<file path="src/rtl/rom_ddr_pkg.sv">
// Shared types and helpers for the ROM-to-DDRAM responder.
// Lane k of a 64-bit DDRAM line holds the 16-bit ROM word at bits [16k+15:16k].
package rom_ddr_pkg;

   typedef enum logic [1:0] {
      ST_IDLE   = 2'd0,
      ST_WR     = 2'd1,
      ST_RD     = 2'd2,
      ST_RDWAIT = 2'd3
   } state_t;

   localparam logic [7:0] BURSTCNT = 8'd1;
   localparam int         TAG_W    = 20;

   function automatic logic [15:0] lane_sel(input logic [63:0] line, input logic [1:0] k);
      logic [15:0] word;
      case (k)
         2'd0:    word = line[15:0];
         2'd1:    word = line[31:16];
         2'd2:    word = line[47:32];
         default: word = line[63:48];
      endcase
      return word;
   endfunction

   function automatic logic [7:0] be_gen(input logic [1:0] k);
      return 8'b0000_0011 << {k, 1'b0};
   endfunction

endpackage

</file>
<file path="src/rtl/rom_line_cache.sv">
// One-line 64-bit read cache: tag, valid flag and line register.
// Invalidate wins over a fill on the same edge.
module rom_line_cache
   import rom_ddr_pkg::*;
(
   input  logic             clk_sys,
   input  logic             reset_n,
   input  logic             i_inv,
   input  logic             i_fill,
   input  logic [TAG_W-1:0] i_fill_tag,
   input  logic [63:0]      i_fill_line,
   input  logic [TAG_W-1:0] i_tag,
   output logic             o_hit,
   output logic [63:0]      o_line
);

   logic             r_valid;
   logic [TAG_W-1:0] r_tag;
   logic [63:0]      r_line;

   always_ff @(posedge clk_sys or negedge reset_n) begin
      if (!reset_n) begin
         r_valid <= 1'b0;
         r_tag   <= '0;
         r_line  <= '0;
      end else if (i_inv) begin
         r_valid <= 1'b0;
      end else if (i_fill) begin
         r_valid <= 1'b1;
         r_tag   <= i_fill_tag;
         r_line  <= i_fill_line;
      end
   end

   assign o_hit  = r_valid && (r_tag == i_tag);
   assign o_line = r_line;

endmodule

</file>
<file path="src/rtl/rom_ddr_responder.sv">
// Toggle req/ack ROM responder driving single-beat DDRAM reads and writes.
// Optional one-line read cache enabled by defining ROMDDR_CACHE_EN.
//
//   state     | meaning
//   ----------+-----------------------------------------------
//   ST_IDLE   | waiting for a pending write or read (cache hits served here)
//   ST_WR     | DDRAM_WE asserted, waiting for BUSY low
//   ST_RD     | DDRAM_RD asserted, waiting for BUSY low
//   ST_RDWAIT | read accepted, waiting for DDRAM_DOUT_READY
module rom_ddr_responder
   import rom_ddr_pkg::*;
#(
   parameter logic [28:0] BASE_ADDR = 29'h0600000
)
(
   input  logic        clk_sys,
   input  logic        reset_n,
   input  logic [24:0] wraddr,
   input  logic [15:0] din,
   input  logic        we_req,
   output logic        we_ack,
   input  logic [22:1] rdaddr,
   output logic [15:0] dout,
   input  logic        rd_req,
   output logic        rd_ack,
   input  logic        DDRAM_BUSY,
   output logic [7:0]  DDRAM_BURSTCNT,
   output logic [28:0] DDRAM_ADDR,
   input  logic [63:0] DDRAM_DOUT,
   input  logic        DDRAM_DOUT_READY,
   output logic        DDRAM_RD,
   output logic [63:0] DDRAM_DIN,
   output logic [7:0]  DDRAM_BE,
   output logic        DDRAM_WE
);

   state_t      r_state, w_state_nxt;
   logic        r_we_ack, r_rd_ack, r_rd, r_we;
   logic [15:0] r_dout;
   logic [28:0] r_addr;
   logic [63:0] r_din;
   logic [7:0]  r_be;

   logic        w_we_ack_nxt, w_rd_ack_nxt, w_rd_nxt, w_we_nxt;
   logic [15:0] w_dout_nxt;
   logic [28:0] w_addr_nxt;
   logic [63:0] w_din_nxt;
   logic [7:0]  w_be_nxt;

   logic             w_wr_pend, w_rd_pend;
   logic [1:0]       w_wr_k, w_rd_k;
   logic [TAG_W-1:0] w_rd_tag;
   logic [28:0]      w_wr_addr, w_rd_addr;
   logic             w_inv, w_fill;
   logic             w_hit;
   logic [15:0]      w_hit_word;
   logic             w_unused;

   assign w_wr_pend = we_req ^ r_we_ack;
   assign w_rd_pend = rd_req ^ r_rd_ack;
   assign w_wr_k    = wraddr[2:1];
   assign w_rd_k    = rdaddr[2:1];
   assign w_rd_tag  = rdaddr[22:3];
   assign w_wr_addr = BASE_ADDR | {7'd0, wraddr[24:3]};
   assign w_rd_addr = BASE_ADDR | {9'd0, w_rd_tag};

`ifdef ROMDDR_CACHE_EN
   logic [63:0] w_cache_line;

   rom_line_cache u_cache (
      .clk_sys     (clk_sys),
      .reset_n     (reset_n),
      .i_inv       (w_inv),
      .i_fill      (w_fill),
      .i_fill_tag  (w_rd_tag),
      .i_fill_line (DDRAM_DOUT),
      .i_tag       (w_rd_tag),
      .o_hit       (w_hit),
      .o_line      (w_cache_line)
   );

   assign w_hit_word = lane_sel(w_cache_line, w_rd_k);
   assign w_unused   = wraddr[0];
`else
   assign w_hit      = 1'b0;
   assign w_hit_word = 16'd0;
   assign w_unused   = &{1'b0, wraddr[0], w_inv, w_fill};
`endif

   always_ff @(posedge clk_sys or negedge reset_n) begin
      if (!reset_n) begin
         r_state  <= ST_IDLE;
         r_we_ack <= 1'b0;
         r_rd_ack <= 1'b0;
         r_rd     <= 1'b0;
         r_we     <= 1'b0;
         r_dout   <= '0;
         r_addr   <= '0;
         r_din    <= '0;
         r_be     <= '0;
      end else begin
         r_state  <= w_state_nxt;
         r_we_ack <= w_we_ack_nxt;
         r_rd_ack <= w_rd_ack_nxt;
         r_rd     <= w_rd_nxt;
         r_we     <= w_we_nxt;
         r_dout   <= w_dout_nxt;
         r_addr   <= w_addr_nxt;
         r_din    <= w_din_nxt;
         r_be     <= w_be_nxt;
      end
   end

   always_comb begin
      w_state_nxt = r_state;
      case (r_state)
         ST_IDLE: begin
            if (w_wr_pend)
               w_state_nxt = ST_WR;
            else if (w_rd_pend && !w_hit)
               w_state_nxt = ST_RD;
         end
         ST_WR:     if (!DDRAM_BUSY)      w_state_nxt = ST_IDLE;
         ST_RD:     if (!DDRAM_BUSY)      w_state_nxt = ST_RDWAIT;
         ST_RDWAIT: if (DDRAM_DOUT_READY) w_state_nxt = ST_IDLE;
         default:                         w_state_nxt = ST_IDLE;
      endcase
   end

   always_comb begin
      w_we_ack_nxt = r_we_ack;
      w_rd_ack_nxt = r_rd_ack;
      w_rd_nxt     = r_rd;
      w_we_nxt     = r_we;
      w_dout_nxt   = r_dout;
      w_addr_nxt   = r_addr;
      w_din_nxt    = r_din;
      w_be_nxt     = r_be;
      w_inv        = 1'b0;
      w_fill       = 1'b0;
      case (r_state)
         ST_IDLE: begin
            if (w_wr_pend) begin
               w_we_nxt   = 1'b1;
               w_addr_nxt = w_wr_addr;
               w_din_nxt  = {4{din}};
               w_be_nxt   = be_gen(w_wr_k);
               w_inv      = 1'b1;
            end else if (w_rd_pend) begin
               if (w_hit) begin
                  w_dout_nxt   = w_hit_word;
                  w_rd_ack_nxt = rd_req;
               end else begin
                  w_rd_nxt   = 1'b1;
                  w_addr_nxt = w_rd_addr;
               end
            end
         end
         ST_WR: begin
            if (!DDRAM_BUSY) begin
               w_we_nxt     = 1'b0;
               w_we_ack_nxt = we_req;
            end
         end
         ST_RD: begin
            if (!DDRAM_BUSY) w_rd_nxt = 1'b0;
         end
         ST_RDWAIT: begin
            if (DDRAM_DOUT_READY) begin
               w_fill       = 1'b1;
               w_dout_nxt   = lane_sel(DDRAM_DOUT, w_rd_k);
               w_rd_ack_nxt = rd_req;
            end
         end
         default: ;
      endcase
   end

   assign we_ack         = r_we_ack;
   assign rd_ack         = r_rd_ack;
   assign dout           = r_dout;
   assign DDRAM_RD       = r_rd;
   assign DDRAM_WE       = r_we;
   assign DDRAM_ADDR     = r_addr;
   assign DDRAM_DIN      = r_din;
   assign DDRAM_BE       = r_be;
   assign DDRAM_BURSTCNT = BURSTCNT;

endmodule
</file>
<file path="config.mk">
export PLATFORM = sky130hd
export DESIGN_NAME = rom_ddr_responder
export DESIGN_NICKNAME = d
export VERILOG_FILES = /design/src/rtl/rom_ddr_pkg.sv /design/src/rtl/rom_line_cache.sv /design/src/rtl/rom_ddr_responder.sv
export SDC_FILE = /design/constraint.sdc
export NUM_CORES = 1
export LEC_CHECK = 0
export CAP_MARGIN = 40
export CORE_MARGIN = 2
export CORE_UTILIZATION = 36
export DETAILED_ROUTE_END_ITERATION = 16
export PLACE_DENSITY = 0.83
export SLEW_MARGIN = 30
export SYNTH_ARGS = -nofsm -noshare
export SYNTH_HDL_FRONTEND = slang
export SYNTH_SLANG_ARGS = --single-unit
</file>
<file path="constraint.sdc">
create_clock -name clk_sys -period 2.4 [get_ports clk_sys]
set_clock_uncertainty 0.05 [all_clocks]
set_input_delay 0.72 -clock clk_sys [delete_from_list [all_inputs] [get_ports clk_sys]]
set_output_delay 0.72 -clock clk_sys [all_outputs]
set_load 0.02 [all_outputs]
</file>
==> impl_metrics.ini, run 1 <==
[status]
outcome = finished clean

[sta]
setup_viol = 0
layout_setup_ws_ns = 0.0997
rsz0062_at_grt = false
clock.fmax_mhz = 435
whs_ns = 0.337
period_minus_slack_ns = 2.30
hold_viol_final = 0
drv_slew = 0
fin_crit_sh = 0.958

[power]
total_power_mw = 8.26
vdd_drop_max_mv = 0.655
p_leak_nw = 2.55
p_per_area_nw_per_um2 = 1340

[job]
drv_cap = 0

[placed_design]
placed_cells = 598
preCtsSetupSlack_ns = -0.162
gp_congestion = 0.797
numPortBuffers = 245
dp.final_hpwl_mm = 7.85

[critical_path]
path_max_fanout = 4
slowest_stage = clkdlybuf4s50_1
r2r-start = r_state[1]$_DFFE_PN0P_
rr_endpoint = DDRAM_ADDR[0]$_DFFE_PN0P_
ff2ff_path_depth = 4
crit_family = buffers and inverters
cp-start-kind = register
cp-startpoint = we_ack$_DFFE_PN0P_
crit_buf_inv = 1
critPathArrivalTime_ns = 1.53
cpPeakStageDelay_ns = 0.69
crit_required_ns = 1.63
crit_chain = clkdlybuf4s50_1
crit_type = reg2out
cp-end-kind = primary output
regToRegSetupSlack_ns = 0.63

[clock_tree]
clk-insertion-delay-late_ns = 0.34
cts.sinks = 64
cts_resized = 0
hold_buffers = 0
htree_num_levels = 3
clk_path_buf_depth = 2
cts_root_buffer = clkbuf_8
cts_buffers = 9
cts_tree = yes
clk_pin_slew_ns = 0.07
post_cts_buffers = 0

[layout]
nets = 606
drive_gt1_frac = 0.266
fillCellCount = 822
diodes = 0
synthToLayoutAreaGrowth_pct = 63.4
final_cells = 613

[floorplanning]
io_pins = 262
die_h_um = 106
die_area_um2 = 11300
die_x_um = 106
rows = 37
fp.coreArea_um2 = 10200
start_util = 0.368

[detailed_routing]
viasPerCell = 4.55
ant_nets = 0
wl_per_cell_um = 15.8
firstDrtPassIters = 4
routed_wl_mm = 9.68
route.detailed.drc = 0
drt_iter0_drc = 79
vias = 2792

[yosys]
synthArstFlopShare = 1.00
yosysSeqAreaShare = 0.425
synth_common_cells = 68 x buf_4, 64 x dfrtp_1, 51 x mux2_2
synth_edf_count = 0
synth.avg_cell_area_um2 = 14.0
yosysWarnings = 0
synth_flop_cell = dfrtp_1
synth_cell_types = 27
synth_top_area_cell = dfrtp_1
synth_area_leaders = dfrtp_1 42%, mux2_2 15%, buf_4 14%, mux2_4 10%, mux4_2 9.6%
ys_ff_latch = 64
yosysTopAreaCellShare = 0.425
netlist_instances = 270
yosys.cell_count.top_type = buf_4
syn_area_um2 = 3770

[grt]
grt_max_degree = 65
grt-ovfl-total = 0
track_usage = 0.174
grt_pass1_vias = 3055
grt_pass1_wl_mm = 15.2
antenna_found_initial = 0

[worst_hold_path]
hold_class = in2async
stage by stage:
stage	setup TNS (ns)	instance area, um^2	util
finish	0	6160	0.602
detailed placement	-5.02	5990	0.585
CTS	0	6160	0.602
global placement	-3.46	5990	0.585
floorplan	0	3810	-
global route	0	6160	0.602
worst max-delay path by stage:
stage | endpoint | slack [ns] | depth (start not counted)
floorplan | dout[10]$_DFFE_PN0P_ | 0.31 | 4
global placement | DDRAM_ADDR[5]$_DFFE_PN0P_ | -0.11 | 5
detailed placement | DDRAM_ADDR[8]$_DFFE_PN0P_ | -0.16 | 5
CTS | we_ack | 0.08 | 1
global route | we_ack | 0.02 | 1
finish | we_ack | 0.1 | 1
registers in the layout, summed over array words and instances, names as in the netlist:
| signal | flops |
|---|---|
| DDRAM_RD | 1 |
| we_ack | 1 |
| DDRAM_WE | 1 |
| dout | 16 |
| rd_ack | 1 |
| r_state | 2 |
| DDRAM_BE | 4 |
| DDRAM_DIN | 16 |
| DDRAM_ADDR | 22 |
report_power, final:
| part | internal [mW] | switching, mW |
|---|---|---|
| Sequential | 1.63 | 0.432 |
| Combinational | 3.00 | 2.35 |
| Clock | 0.423 | 0.418 |
logic make-up after synthesis:
kind of cell	after synthesis	share of synthesized area
compound gates	11	0.0189
xor+xnor	3	0.0120
buf+inv	82	0.169
flops	64	0.425
mux	93	0.351
other cells	2	0.00199
simple gates	15	0.0219
cell usage in the layout (no fill, tap or decap):
master	n
clkdlybuf4s50_1	244
dfrtp_1	64
mux2_2	51
mux2_4	26
mux4_2	16
conb_1	14
clkbuf_8	11
buf_4	8
o21ai_0	6
buf_12	6
nor2_1	4
nor2b_1	4
inv_1	3
nand3_1	2
a21oi_1	2
clkinv_2	2
xor2_4	1
xor2_1	1
o21a_4	1
nand2_4	1
nand2_1	1
xnor2_1	1
nand4_1	1
a21bo_2	1
nor3_1	1
a31oi_1	1
or2_2	1
clkbuf_1	1
clkinvlp_4	1
buf_2	1
cell type report:
cell class / count / area (um^2) / share of cell area
flip-flops and latches: 64 / 1600 / 0.260
well taps: 136 / 170 / 0.0276
clock inverters: 3 / 17.5 / 0.00284
multi-input cells: 136 / 1580 / 0.256
clock buffers: 12 / 155 / 0.0252
inverters: 3 / 11.3 / 0.00183
repair buffers: 259 / 2630 / 0.427
metal layers:
metal | up-vias | part of all wire | global-route usage
met2 | 170 | 0.54 | 0.322
met3 | 19 | 0.093 | 0.0503
met1 | 1336 | 0.35 | 0.179
li1 | 1267 | - | -
met4 | 0 | 0.024 | 0.0827
met5 | - | 0 | 0
Note: power is estimated with default switching activity, not from simulation.
==> inputs of run 2 (changes only) <==
--- a/config.mk
+++ b/config.mk
@@ -6,4 +6,5 @@
 export NUM_CORES = 1
 export LEC_CHECK = 0
+export ABC_CLOCK_PERIOD_IN_PS = 2400
 export CAP_MARGIN = 40
 export CORE_MARGIN = 2
@@ -11,4 +12,5 @@
 export DETAILED_ROUTE_END_ITERATION = 16
 export PLACE_DENSITY = 0.83
+export SETUP_SLACK_MARGIN = 0.4
 export SLEW_MARGIN = 30
 export SYNTH_ARGS = -nofsm -noshare
==> constraint.sdc (replaced) <==
create_clock -name clk_sys -period 2.4 [get_ports clk_sys]
set_clock_uncertainty 0.05 [all_clocks]
set_input_delay 0.48 -clock clk_sys [delete_from_list [all_inputs] [get_ports clk_sys]]
set_output_delay 0.48 -clock clk_sys [all_outputs]
set_load 0.02 [all_outputs]
==> impl_metrics.ini, run 2 (same netlist as run 1, synthesis figures left out) <==
[layout]
final_common_cell = clkdlybuf4s50_1
drive_gt1_frac = 0.264
largest_register_ffs = 22
utilization = 0.607
nets = 602
final_cells = 610
layout_common_cells = 239 x clkdlybuf4s50_1, 64 x dfrtp_1, 51 x mux2_2
diodes = 0
synthToLayoutAreaGrowth_pct = 64.7
final_cell_area_um2 = 6210

[power]
total_power_mw = 8.55
vdd_drop_max_mv = 0.659
p_leak_nw = 2.60
p_per_area_nw_per_um2 = 1380

[sta]
whs_ns = 0.0745
period_minus_slack_ns = 1.94
hold_viol_final = 0
tns_ns = 0
fin_crit_sh = 0.807
worst_slew_pin_slew_ns = 0.547
layout_setup_ws_ns = 0.464
setup_viol = 0
clock.fmax_mhz = 516
relSlewSlack = 0.636
drv_slew = 0
rsz0062_at_grt = false

[floorplanning]
die_area_um2 = 11300
io_pins = 262
start_util = 0.368
fp.coreArea_um2 = 10200
rows = 37
die_h_um = 106
die_x_um = 106

[detailed_routing]
viasPerCell = 4.64
routed_wl_mm = 9.57
route.detailed.drc = 0
wl_per_cell_um = 15.7
vias = 2833
ant_nets = 0
drt_iter0_drc = 65
firstDrtPassIters = 4

[critical_path]
regToRegSetupSlack_ns = 0.69
crit_buf_inv = 1
path_max_fanout = 5
worstSetupPathDepth = 1
cp-end-kind = primary output
cp-start-kind = register
slowest_stage = clkdlybuf4s50_1
crit_chain = clkdlybuf4s50_1
crit_family = buffers and inverters
crit_required_ns = 1.87
r2r-start = we_ack$_DFFE_PN0P_
crit_type = reg2out
cpPeakStageDelay_ns = 0.63
rr_endpoint = DDRAM_ADDR[5]$_DFFE_PN0P_
critPathArrivalTime_ns = 1.41
ff2ff_path_depth = 4

[status]
outcome = finished clean

[clock_tree]
cts.sinks = 64
cts_root_buffer = clkbuf_8
clk_path_buf_depth = 2
clk-insertion-delay-late_ns = 0.33
clk_pin_slew_ns = 0.08
htree_num_levels = 3
cts_tree = yes
cts_buffers = 9
post_cts_buffers = 0

[worst_hold_path]
hold_class = in2async

[grt]
grt_max_degree = 25
grt-ovfl-total = 0
grt_pass1_wl_mm = 15.0
track_usage = 0.171
grt_pass1_vias = 3002
antenna_found_initial = 0

[placed_design]
numPortBuffers = 245
gp_congestion = 0.724
dp.final_hpwl_mm = 7.88
place_area_um2 = 5940
placed_cells = 594
preCtsSetupSlack_ns = 0.0674

[job]
drv_cap = 0
-- run 2: cell types whose count changed in the layout (fill, tap and decap cells not counted), sizes merged --
cell / change
dlymetal6s2s: +4
clkinv: -1
bufinv: +3
dlygate4sd2: +1
buf: -4
clkdlybuf4s50: -5
clkbuf: -1
-- run 2: power breakdown --
part	internal (mW)	switching (mW)	leakage, nW	total, mW
Combinational	2.97	2.35	1.71	5.32
Sequential	1.63	0.432	0.760	2.06
Clock	0.745	0.421	0.126	1.17
-- run 2: cell type report --
class / instances / area, um^2
timing repair buffer: 255 / 2590
inverter: 3 / 11.3
tap: 136 / 170
multi-input combinational: 136 / 1580
sequential: 64 / 1600
clock inverter: 5 / 103
fill: 792 / 4020
clock buffer: 11 / 151
-- run 2: per-layer routing --
metal | routed length (um) | share of wire | track usage
met1 | 3100 | 0.32 | 0.163
met2 | 5280 | 0.55 | 0.333
met3 | 979 | 0.10 | 0.0601
met4 | 219 | 0.023 | 0.0592
met5 | 0 | 0 | 0
-- run 2: timing repair --
action                     4_1_cts  5_1_grt
gates resized for setup          1        4
setup endpoints to repair        1        5
hold buffers                     0        0
-- run 2: worst max-delay path by stage --
stage / start / end
6_report: DDRAM_DIN[55]$_DFFE_PN0P_ / DDRAM_DIN[55]
5_1_grt: DDRAM_DIN[55]$_DFFE_PN0P_ / DDRAM_DIN[55]
4_1_cts: DDRAM_DIN[55]$_DFFE_PN0P_ / DDRAM_DIN[39]
3_5_place_dp: we_req / DDRAM_ADDR[11]$_DFFE_PN0P_
3_3_place_gp: we_req / DDRAM_ADDR[1]$_DFFE_PN0P_
2_1_floorplan: rdaddr[1] / dout[10]$_DFFE_PN0P_
